`src/rtl/simd_seq_ctrl.sv`:
```
// Instruction sequencer for the SIMD array: fetch/decode, per-PE control,
// load/store engine handshakes, single-level hardware loop and watchdog trap.
module simd_seq_ctrl #(
    parameter int NUM_PE = 4,
    parameter int ADDR_W = 4,
    parameter int TMO_W  = 8
) (
    input  logic              CLK,
    input  logic              RSTN,
    input  logic [31:0]       INSTR,
    input  logic              INSTR_VALID,
    output logic              PC_INCR,
    output logic              PC_LOAD,
    output logic [7:0]        PC_TARGET,
    output logic [NUM_PE-1:0] MAC_EN,
    output logic [NUM_PE-1:0] RST_ACC,
    output logic [NUM_PE-1:0] WRITE_MAT,
    output logic [NUM_PE-1:0] MAT_SEL,
    output logic [NUM_PE-1:0] OUT_READY,
    input  logic              MAC_DONE,
    output logic [1:0]        DIMEN,
    output logic              ADDR_START,
    output logic              ADDR_RST,
    output logic [ADDR_W-1:0] ADDRESS,
    input  logic              FETCH_DONE,
    output logic              WRADDR_START,
    input  logic              STORE_DONE,
    input  logic              START_SIGNAL,
    output logic              STOP_SIGNAL,
    output logic              BUSY,
    output logic              ERR,
    output logic [2:0]        DBG_STATE,
    output logic [7:0]        DBG_LC,
    output logic              DBG_LA
);

    typedef enum logic [2:0] {
        S_IDLE  = 3'd0,
        S_FETCH = 3'd1,
        S_LOADA = 3'd2,
        S_LOADB = 3'd3,
        S_MAC   = 3'd4,
        S_STORE = 3'd5,
        S_STOP  = 3'd6,
        S_ERROR = 3'd7
    } state_t;

    localparam logic [2:0] OP_LOADA = 3'd2;
    localparam logic [2:0] OP_LOADB = 3'd3;
    localparam logic [2:0] OP_MAC   = 3'd4;
    localparam logic [2:0] OP_STORE = 3'd5;
    localparam logic [2:0] OP_STOP  = 3'd6;
    localparam logic [2:0] OP_LOOP  = 3'd7;

    // Last watchdog value that may still end normally; the edge after it traps.
    localparam logic [TMO_W-1:0] WDT_LAST = {{(TMO_W-1){1'b1}}, 1'b0};

    state_t            state_q, state_d;
    logic [31:0]       ir_q, ir_d;
    logic [7:0]        lc_q, lc_d;
    logic              la_q, la_d;
    logic [TMO_W-1:0]  wdt_q, wdt_d;

    logic              pc_incr_q, pc_incr_d;
    logic              pc_load_q, pc_load_d;
    logic [7:0]        pc_target_q, pc_target_d;
    logic [NUM_PE-1:0] mac_en_q, mac_en_d;
    logic [NUM_PE-1:0] rst_acc_q, rst_acc_d;
    logic [NUM_PE-1:0] write_mat_q, write_mat_d;
    logic [NUM_PE-1:0] mat_sel_q, mat_sel_d;
    logic [NUM_PE-1:0] out_ready_q, out_ready_d;
    logic [1:0]        dimen_q, dimen_d;
    logic              addr_start_q, addr_start_d;
    logic              addr_rst_q, addr_rst_d;
    logic [ADDR_W-1:0] address_q, address_d;
    logic              wraddr_start_q, wraddr_start_d;
    logic              stop_q, stop_d;
    logic              busy_q, busy_d;
    logic              err_q, err_d;

    logic              op_done;
    logic              counting;
    logic [NUM_PE-1:0] mask_d;
    logic              unused_bits;

    assign unused_bits = ^{INSTR[31:24], INSTR[6], ir_q};

    always_comb begin
        state_d     = state_q;
        ir_d        = ir_q;
        lc_d        = lc_q;
        la_d        = la_q;
        pc_incr_d   = 1'b0;
        pc_load_d   = 1'b0;
        pc_target_d = '0;
        rst_acc_d   = '0;
        addr_rst_d  = 1'b0;
        op_done     = 1'b0;
        counting    = 1'b0;

        unique case (state_q)
            S_IDLE: if (START_SIGNAL) state_d = S_FETCH;
            S_FETCH: begin
                if (INSTR_VALID) begin
                    ir_d = INSTR;
                    unique case (INSTR[2:0])
                        OP_LOADA: state_d = S_LOADA;
                        OP_LOADB: state_d = S_LOADB;
                        OP_MAC:   state_d = S_MAC;
                        OP_STORE: state_d = S_STORE;
                        OP_STOP:  state_d = S_STOP;
                        OP_LOOP: begin
                            if (la_q && lc_q != 8'd0) begin
                                lc_d        = lc_q - 8'd1;
                                pc_load_d   = 1'b1;
                                pc_target_d = INSTR[23:16];
                            end else if (la_q) begin
                                la_d      = 1'b0;
                                pc_incr_d = 1'b1;
                            end else if (INSTR[15:8] != 8'd0) begin
                                lc_d        = INSTR[15:8] - 8'd1;
                                la_d        = 1'b1;
                                pc_load_d   = 1'b1;
                                pc_target_d = INSTR[23:16];
                            end else begin
                                pc_incr_d = 1'b1;
                            end
                        end
                        default: pc_incr_d = 1'b1;
                    endcase
                    if (INSTR[2:0] inside {OP_LOADA, OP_LOADB, OP_MAC, OP_STORE}) begin
                        pc_incr_d = 1'b1;
                        if (INSTR[5]) rst_acc_d = INSTR[7 +: NUM_PE];
                    end
                end
            end
            S_LOADA, S_LOADB: begin
                counting = 1'b1;
                op_done  = FETCH_DONE;
            end
            S_MAC: begin
                counting = 1'b1;
                op_done  = MAC_DONE;
            end
            S_STORE: begin
                counting = 1'b1;
                op_done  = STORE_DONE;
            end
            default: ;
        endcase

        // Done is checked before the watchdog so it wins a same-edge race.
        if (counting) begin
            if (op_done) begin
                state_d    = S_FETCH;
                addr_rst_d = (state_q != S_MAC);
            end else if (wdt_q == WDT_LAST) begin
                state_d = S_ERROR;
            end
        end
        wdt_d = (counting && state_d == state_q) ? wdt_q + 1'b1 : '0;

        // Registered outputs follow the state being entered at this edge.
        mask_d         = ir_d[7 +: NUM_PE];
        mac_en_d       = '0;
        write_mat_d    = '0;
        mat_sel_d      = '0;
        out_ready_d    = '0;
        dimen_d        = '0;
        addr_start_d   = 1'b0;
        address_d      = '0;
        wraddr_start_d = 1'b0;
        stop_d         = 1'b0;
        err_d          = 1'b0;
        busy_d         = (state_d inside {S_FETCH, S_LOADA, S_LOADB, S_MAC, S_STORE});

        unique case (state_d)
            S_LOADA, S_LOADB: begin
                write_mat_d  = mask_d;
                mat_sel_d    = (state_d == S_LOADA) ? mask_d : '0;
                addr_start_d = 1'b1;
                address_d    = ir_d[15 +: ADDR_W];
                dimen_d      = ir_d[4:3];
            end
            S_MAC: mac_en_d = mask_d;
            S_STORE: begin
                out_ready_d    = mask_d;
                wraddr_start_d = 1'b1;
                addr_start_d   = 1'b1;
                address_d      = ir_d[15 +: ADDR_W];
                dimen_d        = ir_d[4:3];
            end
            S_STOP: stop_d = 1'b1;
            S_ERROR: begin
                err_d      = 1'b1;
                addr_rst_d = 1'b1;
            end
            default: ;
        endcase
    end

    always_ff @(posedge CLK) begin
        if (!RSTN) begin
            state_q        <= S_IDLE;
            ir_q           <= '0;
            lc_q           <= '0;
            la_q           <= 1'b0;
            wdt_q          <= '0;
            pc_incr_q      <= 1'b0;
            pc_load_q      <= 1'b0;
            pc_target_q    <= '0;
            mac_en_q       <= '0;
            rst_acc_q      <= '1;
            write_mat_q    <= '0;
            mat_sel_q      <= '0;
            out_ready_q    <= '0;
            dimen_q        <= '0;
            addr_start_q   <= 1'b0;
            addr_rst_q     <= 1'b1;
            address_q      <= '0;
            wraddr_start_q <= 1'b0;
            stop_q         <= 1'b0;
            busy_q         <= 1'b0;
            err_q          <= 1'b0;
        end else begin
            state_q        <= state_d;
            ir_q           <= ir_d;
            lc_q           <= lc_d;
            la_q           <= la_d;
            wdt_q          <= wdt_d;
            pc_incr_q      <= pc_incr_d;
            pc_load_q      <= pc_load_d;
            pc_target_q    <= pc_target_d;
            mac_en_q       <= mac_en_d;
            rst_acc_q      <= rst_acc_d;
            write_mat_q    <= write_mat_d;
            mat_sel_q      <= mat_sel_d;
            out_ready_q    <= out_ready_d;
            dimen_q        <= dimen_d;
            addr_start_q   <= addr_start_d;
            addr_rst_q     <= addr_rst_d;
            address_q      <= address_d;
            wraddr_start_q <= wraddr_start_d;
            stop_q         <= stop_d;
            busy_q         <= busy_d;
            err_q          <= err_d;
        end
    end

    assign PC_INCR      = pc_incr_q;
    assign PC_LOAD      = pc_load_q;
    assign PC_TARGET    = pc_target_q;
    assign MAC_EN       = mac_en_q;
    assign RST_ACC      = rst_acc_q;
    assign WRITE_MAT    = write_mat_q;
    assign MAT_SEL      = mat_sel_q;
    assign OUT_READY    = out_ready_q;
    assign DIMEN        = dimen_q;
    assign ADDR_START   = addr_start_q;
    assign ADDR_RST     = addr_rst_q;
    assign ADDRESS      = address_q;
    assign WRADDR_START = wraddr_start_q;
    assign STOP_SIGNAL  = stop_q;
    assign BUSY         = busy_q;
    assign ERR          = err_q;
    assign DBG_STATE    = state_q;
    assign DBG_LC       = lc_q;
    assign DBG_LA       = la_q;

endmodule
```
`config.mk`:
```
export PLATFORM = sky130hd
export DESIGN_NAME = simd_seq_ctrl
export DESIGN_NICKNAME = d
export VERILOG_FILES = /design/src/rtl/simd_seq_ctrl.sv
export SDC_FILE = /design/constraint.sdc
export NUM_CORES = 1
export LEC_CHECK = 0
export CAP_MARGIN = 0
export CORE_MARGIN = 1.5
export CORE_UTILIZATION = 45
export DETAILED_ROUTE_END_ITERATION = 6
export HOLD_SLACK_MARGIN = 0.02
export PLACE_DENSITY = 0.79
export SETUP_SLACK_MARGIN = 0.4
export SLEW_MARGIN = 20
export SYNTH_ARGS = -nofsm -noshare
export SYNTH_HDL_FRONTEND = slang
export SYNTH_SLANG_ARGS = --single-unit
```
`constraint.sdc`:
```
create_clock -name CLK -period 4.4 [get_ports CLK]
set_input_delay 0.88 -clock CLK [delete_from_list [all_inputs] [get_ports CLK]]
set_output_delay 0.88 -clock CLK [all_outputs]
set_load 0.1 [all_outputs]
```
==> summary.md, run 1 <==
| Metric | Value |
|---|---|
| RSZ-0062 raised after global routing | no |
| Post-layout min period | 3.16 ns |
| Share of cells above drive strength 1 | 7.89% |
| Crit path depth | 1 |
| Syn Nets | 329 |
| Cts repair resizes | 0 |
| Residual DRC | 0 |
| Worst path buffer plus inverter count | 1 |
| Final hold vios | 0 |
| Slew Limit Fails | 0 |
| Vias per cell | 5.29 |
| Setup-failing EPs final | 0 |
| Status | completed |
| Power per cell area | 361 nW/um^2 |
| Root Driver | clkbuf_8 |
| Slew @ Worst Pin | 1.01 ns |
| Fmax | 0.317 GHz |
| CTS tree | built |
| GPL Wtd Cong | 0.811 |
| Port buffer count | 83 |
| Reg2reg path depth | 6 |
| Hold Path Depth | 2 |
| TritonRoute pass-1 iters | 4 |
| Via Count | 2,407 |
| CP cell instances | clkdlybuf4s50_1 |
| Hold WC Path Type | flop to flop |
| Slowest cell on crit path | clkdlybuf4s50_1 |
| Crit end category | output port |
| Critical path class | flop to output port |
| Filler cells | 510 |
| Main flop type after synthesis | dfxtp_1 |
| Row count | 28 |
| Antenna diode count | 0 |
| CTS sink count | 72 |
| Full die area | 6610 um^2 |
| Finished Layout Cells | 455 |
| Final period util | 71.8% |
| Synth Instances | 287 |
| Drt first-iter violations | 114 |
| Layout overhead on the synthesized area | 40.0% |
| Largest net degree at the start of global routing | 26 |
| Worst path top cell family by delay | buffers and inverters |
| Die Wd | 81.3 um |
| Max incr delay on CP | 1.24 ns |
| Multi-input logic area | 1230 um^2 |
| Initial antenna violation count | 0 |
| Cts hold-fix bufs | 0 |
| Clk_lat worst skew | 0.34 ns |
| Post-DP HPWL | 4700 um |
| First-pass GRT wire length | 10,500 um |
| Register Area | 1440 um^2 |
| Final WL | 6640 um |
| Yosys warns | 0 |
| Final nets | 417 |
| Placed cells | 439 |
| Number of synthesized flops with an enable pin | 0 |
| Req. time, crit path | 3.52 ns |
| Sequential fraction of the synthesis area | 52.3% |
| Total CTS buffers | 9 |
| Number of I/O pins | 93 |
| Slew margin rel. | 32.7% |
| Initial Util | 46.6% |
| Via count of the first global-routing pass | 2,306 |
| Final Skew | 0.00437 ns |
| Post-synth cell types | 49 |
| CP startpoint kind | flop |
| Worst endpoint data arrival time | 2.28 ns |
| Grt total ovfl | 0 |
| DR WL/cell | 14.6 um |
| Synthesis-stage register bit count | 72 |
| Antenna viol nets, final | 0 |
| CP Max Fanout | 18 |
| Avg Inst Size Synth | 9.61 um^2 |
| Lkg Pwr | 1.47 nW |
| Max cap viols | 0 |
| Clk slew on worst S/H paths | 0.07 ns |
| Post-synth design cell area | 2760 um^2 |
| GRT Util Overall | 21.0% |
| Chip Height | 81.3 um |
| Area of the core | 5920 um^2 |
| Synth async-reset ratio | 0% |
| Postcts setup bufs | 0 |
| Post-Route Setup TNS | 0 ns |
| Maximum root-to-sink buffer count | 2 |
| CTS H-Tree Depth | 3 |
| VDD IR max | 0.222 mV |
## layout by cell type (no fill, tap or decap), drive strengths merged, types with 3 or more instances in the layout
cell | netlist | routed
mux2i | 13 | 13
o21ai | 10 | 10
nor2 | 43 | 43
inv | 12 | 13
clkinvlp | 0 | 3
nand4 | 3 | 3
nor2b | 5 | 5
dfxtp | 72 | 72
nor3 | 12 | 12
clkdlybuf4s50 | 0 | 83
nand2 | 15 | 15
nand3 | 9 | 9
clkbuf | 5 | 9
xnor2 | 4 | 4
nor4b | 6 | 6
buf | 4 | 3
mux2 | 4 | 4
ha | 3 | 3
nand2b | 4 | 4
and3 | 11 | 11
xor2 | 6 | 6
nor4 | 3 | 3
o2111ai | 3 | 3
a21oi | 6 | 6
## final timing paths
kind / from / endpoint / slack, ns
max: DBG_LA / DBG_LA / 1.24
min: ir_q[3] / ir_q[3] / 0.49
max reg2reg: DBG_LA / DBG_LC[6] / 2.02
min reg2reg: ir_q[3] / ir_q[3] / 0.49
## logic make-up after synthesis
kind of cell             Yosys count  share of synthesized area [%]
AND/OR/NAND/NOR                  123                           23.1
adder cells (fa/ha/maj)            3                           1.36
buffers and inverters             21                           3.04
multiplexers                      17                           6.35
AO/OA/AOI/OAI                     41                           10.7
XOR/XNOR                          10                           3.18
flip-flops                        72                           52.3
## Yosys cell counts, types with 4 or more instances
library cell | count | area (um^2)
nor2_1 | 43 | 161
nor2b_1 | 5 | 31.3
nor4b_1 | 6 | 52.6
nand3_1 | 9 | 45.0
o21ai_0 | 9 | 45.0
nor3_1 | 11 | 55.1
mux2_2 | 4 | 45.0
dfxtp_1 | 72 | 1440
xnor2_1 | 4 | 35.0
inv_1 | 12 | 45.0
a21oi_1 | 6 | 30.0
clkbuf_1 | 5 | 18.8
nand2_1 | 15 | 56.3
buf_2 | 4 | 20.0
nand2b_1 | 4 | 25.0
mux2i_1 | 13 | 130
xor2_1 | 6 | 52.6
and3_1 | 11 | 68.8
## power by group
part / switching (mW) / internal [mW]
registers: 0.00919 / 0.666
logic: 0.140 / 0.0727
clock network: 0.246 / 0.261
total: 0.395 / 1.00
## worst register-to-register path, cell delays in order, from the launching register on
cell and delay, ns:
dfxtp_1 0.69, nor4_1 0.14, and3_1 0.25, nor3_2 0.58, buf_4 0.29, o21ai_0 0.10
o221a_2 0.23
## per-layer routing
metal,wire (um),track usage [%],up-vias
li1,-,-,1191
met1,2790,24.2,1121
met2,3310,36.0,83
met3,425,5.51,12
met4,110,10.2,0
met5,0,0,-
## layout make-up
class | instances | area share, %
inverters | 12 | 1.17
multi-input cells | 194 | 31.9
repair buffers | 86 | 22.1
clock buffers | 9 | 3.21
clock inverters | 7 | 1.85
well taps | 75 | 2.43
flip-flops and latches | 72 | 37.3
## state kept, by name, indices dropped and copies added, names as in the netlist
name and count:
ADDRESS 4, ADDR_RST 1, ADDR_START 1, BUSY 1, DBG_LA 1, DBG_LC 8
DBG_STATE 3, DIMEN 2, ERR 1, MAC_EN 4, MAT_SEL 4, OUT_READY 4
PC_INCR 1, PC_LOAD 1, PC_TARGET 8, RST_ACC 4, STOP_SIGNAL 1, WRADDR_START 1
WRITE_MAT 4, ir_q 10, wdt_q 8
## stage by stage
step	total power, mW	hold WS (ns)	utilization [%]	cell area, um^2	setup WS, ns
2_1_floorplan	0.832	0.453	-	2760	1.73
3_3_place_gp	0.899	0.468	61.9	3670	1.35
3_5_place_dp	0.902	0.479	61.9	3670	1.32
4_1_cts	1.41	0.497	65.2	3860	1.25
5_1_grt	1.45	0.537	65.2	3860	1.18
6_report	1.40	0.491	65.2	3860	1.24
(Power assumes the default switching activity.)
==> run 2, diff against run 1 <==
--- a/config.mk
+++ b/config.mk
@@ -7,10 +7,10 @@
 export LEC_CHECK = 0
 export CAP_MARGIN = 0
 export CORE_MARGIN = 1.5
-export CORE_UTILIZATION = 45
+export CORE_UTILIZATION = 41
 export DETAILED_ROUTE_END_ITERATION = 6
 export HOLD_SLACK_MARGIN = 0.02
-export PLACE_DENSITY = 0.79
+export PLACE_DENSITY = 0.76
 export SETUP_SLACK_MARGIN = 0.4
 export SLEW_MARGIN = 20
 export SYNTH_ARGS = -nofsm -noshare
==> constraint.sdc (replaced) <==
create_clock -name CLK -period 2.7 [get_ports CLK]
set_input_delay 0.54 -clock CLK [delete_from_list [all_inputs] [get_ports CLK]]
set_output_delay 0.54 -clock CLK [all_outputs]
set_load 0.1 [all_outputs]
==> run 2 against run 1 <==
  * The run now ends with DRC left
  * Flip-flop and latch count unchanged
  * Sequential power up 63%
  * Register-to-register slack worse by 1.4 ns
  * Via count up 0.71%
  * Largest power group unchanged
  * Critical path depth up 5
  * Clock power up 60%
  * Count of clock-buffer cells in the layout up 3
  * Sequential share of layout area up 0.67 points
  * Non-clock buffer count up 9
==> summary.md, run 2 (synthesis results as in run 1) <==
| Metric | Value |
|---|---|
| Largest register FFs | 10 |
| Final period util | 81.0% |
| Row count | 29 |
| Comb pwr share | 15.7% |
| Multi-input logic area | 1250 um^2 |
| Commonest non-fill, non-tap cell in the layout | buf_4 |
| Largest net degree at the start of global routing | 25 |
| Register Area | 1460 um^2 |
| Final hold vios | 0 |
| Hold WC Path Type | flop to flop |
| Worst endpoint data arrival time | 2.46 ns |
| CP Max Fanout | 4 |
| Clk slew on worst S/H paths | 0.08 ns |
| Clock power share | 35.8% |
| Root Driver | clkbuf_8 |
| Clk_lat worst skew | 0.35 ns |
| Share of cells above drive strength 1 | 28.0% |
| Die Wd | 85.0 um |
| Fmax | 0.457 GHz |
| Placed cells | 450 |
| Via count of the first global-routing pass | 2,098 |
| Slew Limit Fails | 0 |
| Commonest cells after routing, fill and taps aside | buf_4 (65), dfxtp_1 (60), nor2_1 (42), clkdlybuf4s50_1 (28), nand2_1 (15) |
| Final Skew | 0.00461 ns |
| Full die area | 7230 um^2 |
| Flop pwr share | 48.5% |
| Maximum root-to-sink buffer count | 2 |
| Slew @ Worst Pin | 0.629 ns |
| First-pass GRT wire length | 10,200 um |
| Reg2reg path depth | 5 |
| Cell Area, Placed | 3620 um^2 |
| Final WS setup | 0.513 ns |
| Max incr delay on CP | 0.53 ns |
| Via Count | 2,424 |
| CP cell instances | clkdlybuf4s50_1, and4bb_1, nand4_2, or3_4, or4_1, o211ai_1 |
| Util after Layout | 59.7% |
| GPL Wtd Cong | 0.836 |
| Failing checks | DRC |
| DP Worst Slack | 0.129 ns |
| Initial Util | 42.9% |
| Area of the core | 6420 um^2 |
| Setup-failing EPs final | 0 |
| Post-layout min period | 2.19 ns |
| Final nets | 426 |
| Antenna viol nets, final | 0 |
| Slowest cell on crit path | or4_1 |
| CP startpoint kind | input pin |
| Fin Hold WS | 0.494 ns |
| Sw power | 655 uW |
| Number of I/O pins | 93 |
| Finished Layout Cells | 466 |
| TritonRoute pass-1 iters | 6 |
| Chip Height | 85.0 um |
| Vias per cell | 5.20 |
| Postcts setup bufs | 0 |
| Crit end category | flop |
| Drt first-iter violations | 133 |
| Grt total ovfl | 0 |
| Final WL | 6540 um |
| Largest Register | ir_q |
| Total power | 2.27 mW |
| GRT Util Overall | 17.7% |
| CTS sink count | 72 |
| Hold Path Depth | 1 |
| Power per cell area | 593 nW/um^2 |
| Status | finished with violations |
| Initial antenna violation count | 0 |
| DR WL/cell | 14.0 um |
| Antenna diode count | 0 |
| Post-Route Setup TNS | 0 ns |
| Total CTS buffers | 9 |
| Final instance area | 3830 um^2 |
| Residual DRC | 6 |
| RSZ-0062 raised after global routing | no |
| P_int | 1.62 mW |
| Critical path class | input pin to flop |
| Req. time, crit path | 2.97 ns |
| CTS H-Tree Depth | 3 |
| Filler cells | 563 |
| VDD IR max | 0.421 mV |
| Max cap viols | 0 |
| Slew margin rel. | 57.7% |
| CTS tree | built |
| Port buffer count | 83 |
| Layout overhead on the synthesized area | 39.0% |
| Post-DP HPWL | 4690 um |
| Sw Share | 28.8% |
| Lkg Pwr | 1.64 nW |
[run 2: critical path: cells and delay by family]
| family | cells | cell delay [ns] |
|---|---|---|
| AO/OA/AOI/OAI | 1 | 0.10 |
| buffers and inverters | 1 | 0.50 |
| AND/OR/NAND/NOR | 4 | 1.32 |
[run 2: per-layer routing]
layer | vias up | track usage [%] | share of wire [%]
li1 | 1206 | - | -
met1 | 1127 | 23.9 | 46
met2 | 83 | 27.1 | 46
met3 | 8 | 4.67 | 6.6
met4 | 0 | 7.15 | 1.7
met5 | - | 0 | 0
[run 2: layout make-up]
class / count / share of cell area (%)
Sequential cell: 72 / 38.0
Multi-Input combinational cell: 194 / 32.6
Timing Repair Buffer: 95 / 20.7
Clock buffer: 12 / 4.31
Tap cell: 77 / 2.51
Inverter: 12 / 1.18
Clock inverter: 4 / 0.718
[run 2: path summary, 6_finish.rpt]
path                                   from         to  slack (ns)
worst max-delay path            INSTR_VALID  DBG_LC[5]        0.51
worst min-delay path               wdt_q[0]   wdt_q[0]        0.49
worst max register to register       DBG_LA  DBG_LC[5]        0.63
worst min register to register     wdt_q[0]   wdt_q[0]        0.49
[run 2: repair_timing]
item	CTS	global route
hold buffers	0	0
endpoints found under the setup margin	0	18
gates resized for setup	0	6
endpoints found under the hold margin	0	0
[run 2: power by group through the flow]
stage | logic (mW) | clock network, mW | registers, mW
3_3_place_gp | 0.350 | 0 | 1.13
2_1_floorplan | 0.115 | 0 | 1.24
5_1_grt | 0.379 | 0.868 | 1.10
3_5_place_dp | 0.353 | 0 | 1.13
4_1_cts | 0.354 | 0.824 | 1.10
6_report | 0.357 | 0.814 | 1.10
